`src/rtl/cfg_loader_pkg.sv`:
```
// Shared types and width helpers for the configuration-chain loader.
package cfg_loader_pkg;

   // Loader sequencing states.
   typedef enum logic [1:0] {
      IDLE  = 2'd0,
      SHIFT = 2'd1,
      DONE  = 2'd2
   } state_t;

   // Bits needed to hold any count in 0..max_val (never less than 1).
   function automatic int cnt_width(input int max_val);
      return (max_val < 1) ? 1 : $clog2(max_val + 1);
   endfunction

endpackage

```
`src/rtl/cfg_word_serializer.sv`:
```
// Word-to-bit serializer: holds the current word, accepts the next one
// without a bubble, and presents one chain bit per enabled cycle.
module cfg_word_serializer
   import cfg_loader_pkg::*;
#(
   parameter int WORD = 32
) (
   input  logic            config_clk,
   input  logic            config_reset,
   input  logic            enable,       // loader is in SHIFT
   input  logic            clear,        // drop any held bits
   input  logic            final_bit,    // next shift is the last one of the load
   input  logic [WORD-1:0] word_data,
   input  logic            word_valid,
   output logic            word_ready,
   output logic            cfg_bit,
   output logic            cfg_shift_en
);

   localparam int                HELD_W    = cnt_width(WORD);
   localparam logic [HELD_W-1:0] HELD_FULL = HELD_W'(WORD);
   localparam logic [HELD_W-1:0] HELD_ONE  = HELD_W'(1);

   logic [WORD-1:0]   sreg;
   logic [HELD_W-1:0] held;
   logic              accept;

   assign cfg_shift_en = enable && (held != '0);
   assign cfg_bit      = cfg_shift_en & sreg[0];

   // Ready when empty, or when the last held bit leaves this cycle; never on
   // the final shift of a load so no word is swallowed after the chain fills.
   assign word_ready = enable && !(final_bit && cfg_shift_en) &&
                       ((held == '0) || ((held == HELD_ONE) && cfg_shift_en));
   assign accept     = word_valid && word_ready;

   // Shift register and held-bit count: load on accept, else shift out LSB.
   always_ff @(posedge config_clk) begin
      // NOTE: sequential state uses non-blocking assignments so every register
      // samples the pre-edge values, independent of statement order.
      if (config_reset) begin
         // NOTE: sreg is a plain register, not a memory array, so it is reset
         // to keep stale configuration data off the chain after reset.
         sreg <= '0;
         held <= '0;
      end else if (clear) begin
         sreg <= '0;
         held <= '0;
      end else if (accept) begin
         sreg <= word_data;
         held <= HELD_FULL;
      end else if (cfg_shift_en) begin
         sreg <= sreg >> 1;
         held <= held - HELD_ONE;
      end
   end

endmodule

```
`src/rtl/cfg_chain_loader.sv`:
```
// Serial bitstream loader for the CGRA configuration chain: sequences one
// load of exactly CHAIN_BITS shifts and pulses done when it completes.
module cfg_chain_loader
   import cfg_loader_pkg::*;
#(
   parameter int CHAIN_BITS = 1024,
   parameter int WORD       = 32
) (
   input  logic            config_clk,
   input  logic            config_reset,
   input  logic            start,
   input  logic            abort,
   input  logic [WORD-1:0] word_data,
   input  logic            word_valid,
   output logic            word_ready,
   output logic            cfg_bit,
   output logic            cfg_shift_en,
   output logic            busy,
   output logic            done
);

   localparam int               CNT_W     = cnt_width(CHAIN_BITS);
   localparam logic [CNT_W-1:0] CHAIN_CNT = CNT_W'(CHAIN_BITS);
   localparam logic [CNT_W-1:0] CNT_ONE   = CNT_W'(1);

   state_t           state, state_nxt;
   logic [CNT_W-1:0] remaining, remaining_nxt;
   logic             shifting;
   logic             final_bit;
   logic             ser_clear;

   assign shifting  = (state == SHIFT);
   assign final_bit = (remaining == CNT_ONE);

   cfg_word_serializer #(
      .WORD (WORD)
   ) u_serializer (
      .config_clk   (config_clk),
      .config_reset (config_reset),
      .enable       (shifting),
      .clear        (ser_clear),
      .final_bit    (final_bit),
      .word_data    (word_data),
      .word_valid   (word_valid),
      .word_ready   (word_ready),
      .cfg_bit      (cfg_bit),
      .cfg_shift_en (cfg_shift_en)
   );

   // State register and remaining-bit counter.
   always_ff @(posedge config_clk) begin
      if (config_reset) begin
         state     <= IDLE;
         remaining <= '0;
      end else begin
         state     <= state_nxt;
         remaining <= remaining_nxt;
      end
   end

   // Next-state, counter update and status outputs; abort overrides all.
   always_comb begin
      // NOTE: every signal written here gets a default first so no path leaves
      // it unassigned, which would otherwise infer a latch.
      state_nxt     = state;
      remaining_nxt = remaining;
      ser_clear     = 1'b0;
      busy          = 1'b0;
      done          = 1'b0;
      case (state)
         IDLE: begin
            if (start) begin
               state_nxt     = SHIFT;
               remaining_nxt = CHAIN_CNT;
               ser_clear     = 1'b1;
            end
         end
         SHIFT: begin
            busy = 1'b1;
            if (cfg_shift_en) begin
               remaining_nxt = remaining - CNT_ONE;
               if (final_bit) begin
                  // Chain is full: discard leftover bits of the last word.
                  state_nxt = DONE;
                  ser_clear = 1'b1;
               end
            end
         end
         DONE: begin
            done      = 1'b1;
            state_nxt = IDLE;
         end
         default: state_nxt = IDLE;
      endcase
      if (abort) begin
         state_nxt     = IDLE;
         remaining_nxt = '0;
         ser_clear     = 1'b1;
      end
   end

endmodule

```
`config.mk`:
```
export PLATFORM = sky130hd
export DESIGN_NAME = cfg_chain_loader
export DESIGN_NICKNAME = d
export VERILOG_FILES = /design/src/rtl/cfg_loader_pkg.sv /design/src/rtl/cfg_word_serializer.sv /design/src/rtl/cfg_chain_loader.sv
export SDC_FILE = /design/constraint.sdc
export NUM_CORES = 1
export LEC_CHECK = 0
export CORE_MARGIN = 2
export CORE_UTILIZATION = 30
export DETAILED_ROUTE_END_ITERATION = 6
export PLACE_DENSITY_LB_ADDON = 0.15
export SLEW_MARGIN = 20
export SYNTH_ARGS = -nofsm -noshare
export SYNTH_HDL_FRONTEND = slang
export SYNTH_SLANG_ARGS = --single-unit
```
`constraint.sdc`:
```
create_clock -name config_clk -period 5.8 [get_ports config_clk]
set_input_delay 1.74 -clock config_clk [delete_from_list [all_inputs] [get_ports config_clk]]
set_output_delay 1.74 -clock config_clk [all_outputs]
set_load 0.05 [all_outputs]
```
==> flow_metrics.tcl <==
set metrics [dict create \
    status "finished, final reports clean" \
    grt_pass1_vias 2202 \
    p_comb_frac 0.107 \
    dominantRegCellSynth "dfxtp_1" \
    place.port_buffers 41 \
    synth_edf_count 0 \
    dp_worst_setup_slack_ns 1.25 \
    synth_compound_area_frac 0.352 \
    drv_slew 0 \
    drt_pass1_iterations 4 \
    ys_top_cells_by_area "dfxtp_1 37%, a221oi_2 11%, o221a_1 8.5%, inv_1 5.4%, o221a_2 4.1%" \
    post_drt_wl_per_cell_um 16.3 \
    yosys.area_share.adder 0.0226 \
    fmax_ghz 0.204 \
    syn_inst 275 \
    path_clk_slew_ns 0.09 \
    setup_viol 0 \
    required_ns 4.06 \
    cts_made_buffers 5 \
    start_kind "flop" \
    crit_type "reg2out" \
    hp-class "reg2reg" \
    cpMostUsedCell "inv_1" \
    arrival_ns 3.15 \
    worst_slew_pin_slew_ns 0.947 \
    grt_first_pass_wirelength_mm 11.2 \
    layout_setup_ws_ns 0.910 \
    die_w_um 100 \
    total_power_w 0.000735 \
    intPower_w 0.000568 \
    gp_congestion 0.771 \
    postLayoutCoreUtil 0.368 \
    cts_setup_buffers 0 \
    ios 42 \
    floorplan.initialDensity 0.304 \
    diodes 0 \
    yosysMostFrequentCell "dfxtp_1" \
    holdPathStages 2 \
    hpwl_mm 4.23 \
    viasPerCell 5.41 \
    setup_tns_ns 0 \
    coreArea_um2 9110 \
    synth_top_family_by_area "compound AO/OA/AOI/OAI gates" \
    drive_gt1_frac 0.191 \
    cts_max_level 2 \
    yosys.area_share.simple 0.121 \
    cp.depth 6 \
    synthArstFlopShare 0 \
    cts-resized-gates 0 \
    root_buffer "clkbuf_8" \
    ctsHoldBuffers 0 \
    fin_worst_skew_ns 0.0121 \
    antenna_found_initial 0 \
    fin_crit_sh 0.843 \
    grt_overflow_total 0 \
    die_h_um 100 \
    cap_violations 0 \
    grt_max_degree 40 \
    antenna_left 0 \
    power_switching_w 0.000167 \
    fin_crit_ns 4.89 \
    cts_sinks 51 \
    r2r_cells 8 \
    finalHoldViolCount 0 \
    path_cells "inv_1 -> ha_1 -> inv_1 -> o21ai_4 -> inv_2 -> clkdlybuf4s50_1" \
    area_growth_syn_to_layout_pct 21.1 \
    yosys-mux-area-fraction 0.0181 \
    grt.total_usage 0.138 \
    num-nets-final 344 \
    netlist_area_um2 2770 \
    ys_seq_area_frac 0.368 \
    drc 0 \
    syn_avg_cell_area_um2 10.1 \
    power_density_nw_per_um2 219 \
    vias 2240 \
    p_seq_frac 0.490 \
    ir_worst_vdd_v 0.0000902 \
    first_iter_violations 85 \
    slew_headroom 0.369 \
    cts_tree "built" \
    critPathBufInv 4 \
    cp_top_family "buffers and inverters" \
    rows 35 \
    clockPowerShare 0.404 \
    yosysWarnings 0 \
    switching_share 0.227 \
    rsz0062_at_grt "no" \
    synth_xor_area_frac 0.0126 \
    slowest_stage "clkdlybuf4s50_1" \
    die_area_um2 10000 \
    yosys-top-cells-count "51 x dfxtp_1, 40 x inv_1, 21 x o221a_1" \
    insertion_delay_ns 0.30 \
    path_max_fanout 39 \
    syn-num-nets 317 \
    cp_slowest_stage_delay_ns 0.96 \
    power_leakage_nw 1.05 \
    ys_types 51 \
    clock_path_buffers 2 \
    routed_wl_mm 6.73 \
    postSynthRegisterBits 51 \
    synth_top_area_share 0.368 \
    synth_top_cell_by_area "dfxtp_1" \
    end_kind "output pin" \
]
[cell families (layout without fill, tap and decap cells)]
logic type                 Yosys count  in the layout
xor gates and xnor gates             4              4
AOI/OAI and AO/OA                   90             90
muxes                                5              5
DFF                                 51             51
and+or+nand+nor                     55             55
buffers and inverters               65             93
adders and majority gates            5              5
[worst reg2reg max path, cell delays in order, from the launching register on]
cell and delay [ns]:
dfxtp_1 0.42, inv_1 0.09, ha_1 0.26, inv_1 0.30, o21ai_4 0.14, inv_2 0.69, o21ai_2 0.11, buf_4 0.28
o221a_2 0.29
[power groups by stage]
stage                logic, W  registers [W]  clock network [W]
floorplan           0.0000444       0.000366                  0
global placement    0.0000797       0.000368                  0
detailed placement  0.0000788       0.000368                  0
CTS                 0.0000794       0.000360           0.000307
global route        0.0000857       0.000361           0.000317
finish              0.0000785       0.000360           0.000297
[worst paths after layout]
path | start | end | slack, ns
max | u_serializer.held[0] | cfg_shift_en | 0.91
min | remaining[9] | remaining[9] | 0.48
max reg2reg | u_serializer.held[0] | u_serializer.sreg[27] | 3.13
min reg2reg | remaining[9] | remaining[9] | 0.48
[registers in the layout (all words and copies together), names as in the netlist]
signal	count
u_serializer.sreg	32
remaining	11
u_serializer.held	6
state	2
[routing by layer]
metal  global-route usage  part of all wire  vias to the layer above
met3               0.0279             0.040                        4
li1                     -                 -                     1114
met4               0.0306            0.0065                        0
met5                    0                 0                        -
met1                0.199              0.51                     1078
met2                0.215              0.45                       44
[layout by cell type (no fill, tap or decap), types with 5 or more instances in the layout]
| master | netlist | final |
|---|---|---|
| a21oi_1 | 5 | 5 |
| a221oi_1 | 11 | 11 |
| a221oi_2 | 20 | 20 |
| clkbuf_8 | 0 | 5 |
| clkdlybuf4s50_1 | 0 | 41 |
| dfxtp_1 | 51 | 51 |
| ha_1 | 5 | 5 |
| inv_1 | 40 | 40 |
| mux2i_1 | 5 | 5 |
| nor2_1 | 12 | 12 |
| nor3_1 | 6 | 6 |
| o221a_1 | 21 | 21 |
| o221a_2 | 10 | 10 |
| o31ai_1 | 5 | 5 |
| or3_1 | 6 | 6 |
| or4_1 | 9 | 9 |
[area by class of cell]
class / count / area, um2
Sequential cell: 51 / 1020
Clock inverter: 2 / 60.1
Tap cell: 111 / 139
Timing Repair Buffer: 44 / 433
Clock buffer: 6 / 72.6
Multi-Input combinational cell: 159 / 1480
Fill cell: 928 / 5750
Inverter: 41 / 154
[through the flow]
stage | instances | hold slack (ns) | cell area, um2
after floorplan | 275 | 0.441 | 2770
after global placement | 406 | 0.456 | 3220
after detailed placement | 406 | 0.466 | 3220
after CTS | 414 | 0.480 | 3360
after global routing | 414 | 0.513 | 3360
final | 414 | 0.479 | 3360
(Power assumes the default switching activity.)
==> variant 1 (same flow settings) <==
`WORD` is set to 32 in 2 places; all go to 64.
--- a/src/rtl/cfg_word_serializer.sv
+++ b/src/rtl/cfg_word_serializer.sv
@@ -4,5 +4,5 @@
    import cfg_loader_pkg::*;
 #(
-   parameter int WORD = 32
+   parameter int WORD = 64
 ) (
    input  logic            config_clk,
--- a/src/rtl/cfg_chain_loader.sv
+++ b/src/rtl/cfg_chain_loader.sv
@@ -5,5 +5,5 @@
 #(
    parameter int CHAIN_BITS = 1024,
-   parameter int WORD       = 32
+   parameter int WORD       = 64
 ) (
    input  logic            config_clk,
Ports: changed (resized word_data); port bits go from 42 to 74. The function was not compared with the original's and may differ.
==> variant 1 against the original RTL <==
Setup slack better by 0.29 ns; cell area increased by 54%; clock skew fell by 0.0049 ns; wire length increased by 60%; total power up 89%; synthesized area rose by 45%; via count up 71%; sequential cell count is 33 higher; clock power is 130% higher; largest power group is now the clock network; highest routed layer unchanged.
==> variant 1: results <==
group,metric,value,unit
placement,place_congestion,0.787,
detailed_routing,routedWlPerCell,14.9,um
yosys,synthTopCellsByArea,"dfxtp_1, a311oi_1, nand2_1",
clocking,clk_pin_slew_worst_paths,0.06,ns
setup_path,critPathMaxStageDelay,0.70,ns
placement,port-buffer-count,73,
pwr,irDropWorstVdd,0.000146,V
sta,worst_slew_pin_slew,1.07,ns
setup_path,arrival,2.86,ns
yosys,async_flop_share,0,
final_layout,top_regs,"u_serializer.sreg: 64 flops, remaining: 11 flops, u_serializer.held: 7 flops",
min_path,min_to,"u_serializer.sreg[27]",
global_routing,grt_pass1_vias,3810,
final_layout,final_nets,616,
yosys,ys.warnings.count,0,
global_routing,grt_util_all_layers,0.158,
pwr,leakage,1.53,nW
final_layout,drive_gt1_frac,0.0622,
placement,hpwl,6680,um
setup_path,rrSetupSlack,2.45,ns
clocking,cts_root_buf,"clkbuf_16",
global_routing,grt_pass1_wl,18500,um
min_path,hold_start,"u_serializer.sreg[28]",
setup_path,crit_fanout,11,
yosys,synth.distinct_cells,48,
run_status,status,"complete, no violations",
setup_path,worstReg2RegEnd,"u_serializer.sreg[19]",
setup_path,critPathTopFamily,"buffers and inverters",
detailed_routing,drt_iter0_markers,379,
placement,dp.cells,708,
clocking,cts_max_level,3,
global_routing,grt_max_degree,68,
sta,finalClockSkew,0.00722,ns
yosys,seq_area_frac_synth,0.419,
placement,place_ws,1.51,ns
clocking,cts-buffers-inserted,9,
yosys,syn_avg_cell_area,8.06,um2
yosys,synth_fp_nets,571,
final_layout,layout.cells.non_filler,723,
detailed_routing,drt-vias-per-instance,5.29,
final_layout,fillers,1376,
yosys,synth_commonest_cells,"nand2_1, dfxtp_1, nor3_1",
clocking,insertion_delay,0.33,ns
==> variant 1: cell types whose count changed after synthesis, sizes merged, moves of 8 or more <==
cell	delta
a221oi	-31
nor3	+67
a311oi	+63
clkbuf	+15
inv	-35
o221a	-31
nand2	+127
dfxtp	+33
buf	+8
==> variant 1: where the power goes <==
part | internal [W] | leakage (nW) | switching [W] | total, W
sequential | 0.000584 | 0.678 | 0.00000563 | 0.000590
combinational | 0.0000634 | 0.677 | 0.0000505 | 0.000114
clock | 0.000461 | 0.173 | 0.000225 | 0.000686
total | 0.00111 | 1.53 | 0.000281 | 0.00139
==> variant 1: cell families (layout without fill, tap and decap cells) <==
| logic type | Yosys count | count (layout) | synth area share |
|---|---|---|---|
| AO/OA/AOI/OAI | 97 | 97 | 0.195 |
| XOR/XNOR | 5 | 5 | 0.0109 |
| adder cells (fa/ha/maj) | 4 | 4 | 0.0125 |
| buffers and inverters | 53 | 102 | 0.0592 |
| flip-flops | 84 | 84 | 0.419 |
| multiplexers | 3 | 3 | 0.00748 |
| AND/OR/NAND/NOR | 252 | 252 | 0.296 |
==> variant 1: area by class of cell <==
class	instances	area (um2)	share of cell area
clock inverter	5	125	0.0242
timing repair buffer	81	791	0.153
inverter	6	22.5	0.00435
sequential	84	1680	0.325
tap	176	220	0.0425
clock buffer	10	229	0.0442
multi-input combinational	361	2110	0.407
==> variant 1: worst max-delay path by stage <==
stage / start / to / depth (start not counted)
final: u_serializer.held[0] / cfg_bit / 7
after global routing: u_serializer.held[0] / cfg_bit / 7
after global placement: abort / u_serializer.sreg[20] / 6
after detailed placement: abort / u_serializer.sreg[41] / 6
after floorplan: state[1] / word_ready / 5
after CTS: u_serializer.held[0] / cfg_bit / 7
==> variant 1: worst register-to-register path, stage by stage, from the launching register on <==
cell and delay, ns:
dfxtp_1 0.42, inv_1 0.07, ha_1 0.30, or3b_1 0.45, o21ai_4 0.11, buf_4 0.35
o21ai_4 0.93, buf_4 0.48, a311oi_1 0.09
==> variant 1: through the flow <==
step | hold slack, ns | cell area, um2
2_1_floorplan | 0.441 | 4010
3_3_place_gp | 0.469 | 4820
3_5_place_dp | 0.471 | 4820
4_1_cts | 0.482 | 5180
5_1_grt | 0.505 | 5180
6_report | 0.481 | 5180
==> variant 1: per-layer routing <==
metal | vias to the layer above | GRT usage | share of wire
met5 | - | 0 | 0
met4 | 0 | 0.0382 | 0.011
met3 | 11 | 0.0461 | 0.044
met2 | 99 | 0.248 | 0.46
met1 | 1793 | 0.213 | 0.49
li1 | 1919 | - | -
==> variant 2 (same settings) <==
Without the edit above. Make the reset (`config_reset`) asynchronous in 2 clocked blocks.
--- a/src/rtl/cfg_word_serializer.sv
+++ b/src/rtl/cfg_word_serializer.sv
@@ -36,5 +36,5 @@
 
    // Shift register and held-bit count: load on accept, else shift out LSB.
-   always_ff @(posedge config_clk) begin
+   always_ff @(posedge config_clk or posedge config_reset) begin
       // NOTE: sequential state uses non-blocking assignments so every register
       // samples the pre-edge values, independent of statement order.
--- a/src/rtl/cfg_chain_loader.sv
+++ b/src/rtl/cfg_chain_loader.sv
@@ -49,5 +49,5 @@
 
    // State register and remaining-bit counter.
-   always_ff @(posedge config_clk) begin
+   always_ff @(posedge config_clk or posedge config_reset) begin
       if (config_reset) begin
          state     <= IDLE;
Function: differs if config_reset is asserted again (counterexample within 4 cycles, from zero or initial values and one cycle with config_reset high); with config_reset held inactive, the same outputs for 10 cycles.
==> variant 2 against the original RTL <==
Setup slack improved by 0.43 ns; hold slack improved by 0.012 ns; first-iteration DRC count is 13% lower; synthesized area fell by 5.8%; utilization up 0.20 points; via count down 13%; global-route usage is 0.92 points lower; cell area down 5.1%; sequential cell count unchanged; wire length is 14% lower.
Power is not compared: it rests on default switching activity, and its combinational part moved more than twofold at a synthesized area within 25%.
==> variant 2: results <==
group,metric,value,unit
sta,finalClockSkew,0.00410,ns
global_routing,grt_util_met3,0.0281,
yosys,synth_mux_area_frac,0.119,
global_routing,grt_max_degree,52,
global_routing,grtUsageMet2,0.200,
setup_path,arrival,2.72,ns
detailed_routing,drt-total-wl,5800,um
yosys,synth_commonest_cells,"dfrtp_1, nand2_1, mux2i_1",
yosys,seq_area_frac_synth,0.489,
yosys,async_flop_share,1.00,
detailed_routing,drt_iter0_markers,74,
setup_path,rrSetupSlack,3.16,ns
placement,hpwl,3770,um
run_status,status,"complete, no violations",
setup_path,crit_fanout,11,
setup_path,r2r-start,"remaining[1]",
global_routing,use_met1,0.179,
detailed_routing,drt-vias-per-instance,4.78,
final_layout,final_nets,341,
placement,place_congestion,0.849,
yosys,synthAdderAreaFrac,0.0240,
sta,slew-limit-headroom,0.344,
setup_path,crit_start,"u_serializer.held[0]",
placement,place_ws,1.69,ns
global_routing,grt_pass1_wl,9800,um
global_routing,grt_util_all_layers,0.129,
yosys,synth-compound-area-share,0.122,
setup_path,timing.critical_path.to,"cfg_bit",
[variant 2: power breakdown]
group          switching, W  internal [W]
Combinational      0.000112     0.0000878
Clock              0.000124      0.000109
Sequential        0.0000152      0.000371
Total              0.000251      0.000568
[variant 2: layer usage]
metal,share of wire,wire (um),vias to the layer above
met5,0,0,-
met4,0.018,105,0
met3,0.051,296,7
met2,0.45,2620,48
met1,0.48,2780,924
li1,-,-,971
[variant 2: metrics by stage]
stage	cell area (um2)	power [W]	std cells
CTS	3180	0.000829	408
global route	3180	0.000864	408
global placement	3080	0.000594	400
floorplan	2610	0.000536	261
detailed placement	3080	0.000593	400
finish	3180	0.000819	408
[variant 2: how the worst min path moves through the flow]
stage | startpoint | end | slack, ns | depth (start not counted)
floorplan | u_serializer.sreg[0] | u_serializer.sreg[0] | 0.44 | 2
global placement | u_serializer.sreg[0] | u_serializer.sreg[0] | 0.46 | 2
global route | u_serializer.sreg[14] | u_serializer.sreg[14] | 0.52 | 2
CTS | u_serializer.sreg[24] | u_serializer.sreg[24] | 0.50 | 2
detailed placement | u_serializer.sreg[24] | u_serializer.sreg[24] | 0.48 | 2
finish | u_serializer.sreg[25] | u_serializer.sreg[25] | 0.49 | 2
[variant 2: critical path, cell delays in order, from the launching register on]
cell and delay (ns):
dfrtp_1 0.44, inv_1 0.09, ha_1 0.30, a21oi_2 0.37, buf_4 0.25, and2_1 0.14
clkdlybuf4s50_1 0.82
[variant 2: area by class of cell]
| class | count | area, um2 |
|---|---|---|
| Inverter | 9 | 33.8 |
| Timing Repair Buffer | 44 | 433 |
| Multi-Input combinational cell | 188 | 1200 |
| Clock inverter | 1 | 7.51 |
| Clock buffer | 7 | 96.3 |
| Tap cell | 108 | 135 |
| Fill cell | 894 | 5410 |
| Sequential cell | 51 | 1280 |
